===== config.mk =====
export PLATFORM = sky130hd
export DESIGN_NAME = exponent_bit_streamer
export DESIGN_NICKNAME = d
export VERILOG_FILES = /design/src/rtl/exponent_bit_streamer.sv
export SDC_FILE = /design/constraint.sdc
export NUM_CORES = 2
export LEC_CHECK = 0
export BUFFER_PORTS_ARGS = -buffer_cell sky130_fd_sc_hd__buf_2
export CAP_MARGIN = 25
export CORE_MARGIN = 10
export CORE_UTILIZATION = 54
export DETAILED_ROUTE_END_ITERATION = 8
export PLACE_DENSITY_LB_ADDON = 0.2
export SYNTH_ARGS = -nofsm -noshare
export SYNTH_HDL_FRONTEND = slang
export SYNTH_SLANG_ARGS = --single-unit

===== constraint.sdc =====
create_clock -name clk_in -period 7.3 [get_ports clk_in]
set_input_delay 0.73 -clock clk_in [delete_from_list [all_inputs] [get_ports clk_in]]
set_output_delay 0.73 -clock clk_in [all_outputs]
set_load 0.1 [all_outputs]

===== src/rtl/exponent_bit_streamer.sv =====
// Loads an exponent as REGISTER_SIZE-bit blocks (least-significant block first), then presents
// it one bit at a time MSB first, advancing on each downstream consume pulse.
module exponent_bit_streamer #(
  parameter int unsigned REGISTER_SIZE = 32,
  parameter int unsigned BITS_IN_N     = 2048
) (
  input  logic                     clk_in,
  input  logic                     rst_in,
  input  logic                     load_valid_in,
  input  logic [REGISTER_SIZE-1:0] load_block_in,
  output logic                     load_ready_out,
  input  logic                     consumed_in,
  output logic                     n_bit_out,
  output logic                     bit_valid_out,
  output logic                     last_bit_out,
  output logic                     done_out
);

  localparam int unsigned NB   = BITS_IN_N / REGISTER_SIZE;
  localparam int unsigned CntW = $clog2(NB + 1);
  localparam int unsigned PtrW = (BITS_IN_N > 1) ? $clog2(BITS_IN_N) : 1;

  localparam logic [CntW-1:0] CntLast = CntW'(NB - 1);
  localparam logic [CntW-1:0] CntFull = CntW'(NB);
  localparam logic [PtrW-1:0] PtrTop  = PtrW'(BITS_IN_N - 1);

  typedef enum logic [1:0] {
    StLoading,
    StStreaming,
    StDone
  } state_e;

  state_e               state_q, state_d;
  logic [CntW-1:0]      cnt_q, cnt_d;
  logic [CntW-1:0]      blk_idx;
  logic [PtrW-1:0]      ptr_q, ptr_d;
  logic [BITS_IN_N-1:0] store_q;
  logic                 accept;
  logic                 n_bit_q, n_bit_d;
  logic                 ready_q, ready_d;
  logic                 valid_q, valid_d;
  logic                 last_q, last_d;
  logic                 done_q, done_d;

  always_comb begin
    state_d = state_q;
    cnt_d   = cnt_q;
    ptr_d   = ptr_q;
    n_bit_d = n_bit_q;
    accept  = load_valid_in && (state_q != StStreaming);
    // A block accepted in DONE starts a fresh exponent at block 0.
    blk_idx = (state_q == StDone) ? '0 : cnt_q;

    unique case (state_q)
      StLoading, StDone: begin
        if (load_valid_in) begin
          if (blk_idx == CntLast) begin
            state_d = StStreaming;
            cnt_d   = CntFull;
            ptr_d   = PtrTop;
            // Top bit of the final block is exponent bit BITS_IN_N-1.
            n_bit_d = load_block_in[REGISTER_SIZE-1];
          end else begin
            state_d = StLoading;
            cnt_d   = blk_idx + 1'b1;
            n_bit_d = 1'b0;
          end
        end
      end
      StStreaming: begin
        if (consumed_in) begin
          if (ptr_q == '0) begin
            state_d = StDone;
            n_bit_d = 1'b0;
          end else begin
            ptr_d   = ptr_q - 1'b1;
            n_bit_d = store_q[ptr_q - 1'b1];
          end
        end
      end
      default: state_d = StLoading;
    endcase

    ready_d = (state_d != StStreaming);
    valid_d = (state_d == StStreaming);
    done_d  = (state_d == StDone);
    last_d  = valid_d && (ptr_d == '0);
  end

  always_ff @(posedge clk_in or posedge rst_in) begin
    if (rst_in) begin
      state_q <= StLoading;
      cnt_q   <= '0;
      ptr_q   <= PtrTop;
      n_bit_q <= 1'b0;
      ready_q <= 1'b1;
      valid_q <= 1'b0;
      last_q  <= 1'b0;
      done_q  <= 1'b0;
    end else begin
      state_q <= state_d;
      cnt_q   <= cnt_d;
      ptr_q   <= ptr_d;
      n_bit_q <= n_bit_d;
      ready_q <= ready_d;
      valid_q <= valid_d;
      last_q  <= last_d;
      done_q  <= done_d;
    end
  end

  // Exponent storage is deliberately not reset; a new load overwrites it.
  always_ff @(posedge clk_in) begin
    if (accept) begin
      store_q[blk_idx * REGISTER_SIZE +: REGISTER_SIZE] <= load_block_in;
    end
  end

  assign load_ready_out = ready_q;
  assign n_bit_out      = n_bit_q;
  assign bit_valid_out  = valid_q;
  assign last_bit_out   = last_q;
  assign done_out       = done_q;

endmodule


==> impl_metrics.toml <==
[floorplanning]
num_rows = 152
die_width_um = 436
ioPinCount = 41
core_mm2 = 0.172
die_area_mm2 = 0.190
die_y_um = 436
initial_utilization_pct = 54.5

[clocking]
cts_buffer_depth = 3
cts.sinks = 2073
numCtsBuffers = 210
insertion_delay_ps = 870
h-tree-depth = 4
cts_setup_buffers = 0
cts_tree = "done"
clk_pin_slew_worst_paths_ps = 60
ctsRootBufferMaster = "clkbuf_16"

[global_route]
met3_usage_pct = 7.44
grt_overflow = 0
track_usage_pct = 29.3
grtUsageMet2_pct = 44.6
use_met1_pct = 39.8
grt_first_pass_wirelength_um = 413000
grt_max_degree = 193
antenna_found_initial = 27
busiest_layer = "met2"
grt_pass1_vias = 59600

[setup_path]
startpoint_type = "flip-flop"
crit_chain = "inv_2, ha_4, inv_6, nor2_4, buf_4, a32oi_1, a31oi_1, nor4_1, nor4_1, nor4_1, nor4_1, a221oi_2"
r2r_setup_slack_ps = 1550
rr_startpoint = "ptr_q[0]$_DFF_PP1_"
cp.arrival_ps = 6480
crit_fanout = 44
cpPeakStageDelay_ps = 980
end_kind = "flip-flop"
slowest_stage = "dfstp_4"
critical_path_required_ps = 8030
timing.rr.end = "n_bit_out$_DFFE_PP0P_"
criticalPathCategory = "reg2reg"
reg2reg_depth = 12
crit_top_cell = "nor4_1"

[final_layout]
syn_to_final_growth_pct = 9.92
fillers = 13400
drive_gt1_share_pct = 14.8
layout.nets = 6971
layout.cells.non_filler = 9436

[sta]
tightestPinTransition_ps = 1190
timing.final.crit_period_ps = 5750
slew_viol_final = 0
fin_tns_setup_ps = 0
setup_violations = 0
finalHoldViolCount = 0
skew_ps = 37.2
min_period_over_period_pct = 78.8
slew_headroom_pct = 20.8
rsz0062_at_grt = "false"
finalWorstSetupSlack_ps = 1550
fmax_mhz = 174

[status]
status = "complete, no violations"

[pwr]
power_w = 0.0435
vdd_ir_drop_max_v = 0.000611
p_leak_nw = 31.4
p_per_area_mw_per_mm2 = 422

[synthesis]
synth_area_leaders = "edfxtp_1 66%, mux4_2 9.4%, nor2_1 5.3%"
synth-edff-count = 2048
synth_cells = 7168
synthesis.nets = 7208
async_flop_share_pct = 1.21
ys.flop_type = "edfxtp_1"
yosys.cell_types.count = 73
synth_commonest_cells = "2048 x edfxtp_1, 1328 x nor2_1, 736 x nand2_1"
synth.avg_cell_area_um2 = 13.1
synth_seq_cells = 2073
seq_area_frac_synth_pct = 66.4
synth_top_area_cell = "edfxtp_1"
synth_top_cell_area_share_pct = 65.7
syn_area_mm2 = 0.0936
yosysMostFrequentCell = "edfxtp_1"
yosysWarnings = 0

[placement]
hpwl_um = 159000
gp_congestion = 0.943
placedCellCount = 9019
port_buffers = 40
pre_cts_slack_ps = 1630

[worst_hold_path]
hp-class = "in2reg"
hp-start = "load_valid_in"
worstHoldPathCells = 2
min_to = "state_q[1]$_DFF_PP0_"

[detailed_routing]
wirelength_um = 285000
drtIter0Drc = 9776
drc = 0
vias_per_cell = 6.59
ant_nets = 0
dr.pass1.iters = 8
wl_per_cell_um = 30.2
via_count = 62200

[job]
maxCapViolCount = 0
sequential cells by signal (all words and copies together) (netlist names):
register / cells
ptr_q: 11
state_q: 2
load_ready_out: 1
store_q: 2048
bit_valid_out: 1
n_bit_out: 1
done_out: 1
last_bit_out: 1
cnt_q: 7
routing by layer:
metal	part of all wire, %	up-vias
li1	-	25900
met1	37	31500
met2	46	4030
met3	13	698
met4	4.9	8
met5	0.019	-
worst max-delay path: cells and delay by family, from the launching register on:
kind / cells / cell delay [ps]
AND/OR/NAND/NOR: 5 / 2090
buffers and inverters: 3 / 1220
flip-flops: 1 / 980
adder cells (fa/ha/maj): 1 / 640
AO/OA/AOI/OAI: 3 / 530
through the flow:
stage	util, %	hold slack (ps)	instance area (um2)
after floorplan	-	494	93600
after global placement	55.9	537	96100
after detailed placement	55.9	545	96200
after CTS	59.7	141	103000
after global routing	59.8	202	103000
final	59.9	206	103000
power by group:
group	internal, W	switching (W)
clock network	0.00571	0.00464
registers	0.0133	0.000236
logic	0.00527	0.0143
total	0.0243	0.0192
cell families after synthesis:
kind of cell               synth area share, %
AOI/OAI and AO/OA                         2.62
xor gates and xnor gates                 0.222
adders and majority gates               0.0535
buffers and inverters                     3.22
DFF                                       66.4
muxes                                     11.0
and+or+nand+nor                           16.5
worst max path at each step:
| stage | startpoint | to | cells past startpoint |
|---|---|---|---|
| 2_1_floorplan | state_q[1]$_DFF_PP0_ | store_q[0]$_DFFE_PP_ | 10 |
| 3_3_place_gp | ptr_q[0]$_DFF_PP1_ | n_bit_out$_DFFE_PP0P_ | 12 |
| 3_5_place_dp | ptr_q[0]$_DFF_PP1_ | n_bit_out$_DFFE_PP0P_ | 12 |
| 4_1_cts | ptr_q[0]$_DFF_PP1_ | n_bit_out$_DFFE_PP0P_ | 12 |
| 6_report | ptr_q[0]$_DFF_PP1_ | n_bit_out$_DFFE_PP0P_ | 12 |
| 5_1_grt | ptr_q[0]$_DFF_PP1_ | n_bit_out$_DFFE_PP0P_ | 12 |
cells in the final DEF, fill, tap and decap left out, types with 10 or more instances in the layout:
cell type	instances
nor2_1	1254
a31oi_1	79
buf_2	43
or3_1	132
clkinv_1	59
a32oi_1	80
nor3_1	534
nor4_1	34
nand3_1	288
nor2_4	32
nand2b_1	12
xnor2_1	10
dfstp_2	11
mux4_2	391
inv_1	15
edfxtp_1	2048
clkbuf_16	211
clkbuf_1	58
o21ai_0	33
diode_2	21
clkinv_2	29
a21oi_1	49
nand2_4	10
o22ai_1	22
a32o_1	13
nand2_1	724
nor2_2	42
and2_1	326
dfrtp_1	13
buf_12	21
and3_1	17
mux2i_1	144
buf_4	189
final cells by class:
type | instances | area [um2] | share of cell area [%]
sequential | 2073 | 62100 | 60.4
multi-input combinational | 4364 | 29000 | 28.2
clock buffer | 276 | 5590 | 5.44
tap | 2310 | 2890 | 2.81
timing repair buffer | 262 | 2250 | 2.19
clock inverter | 110 | 880 | 0.855
inverter | 20 | 80.1 | 0.0778
antenna | 21 | 52.6 | 0.0511
repair_timing:
action / 4_1_cts / 5_1_grt
gates resized for setup: 0 / 0
hold buffers: 1 / 0
hold endpoints to repair: 13 / 0
Note: power is estimated with default switching activity, not from simulation.
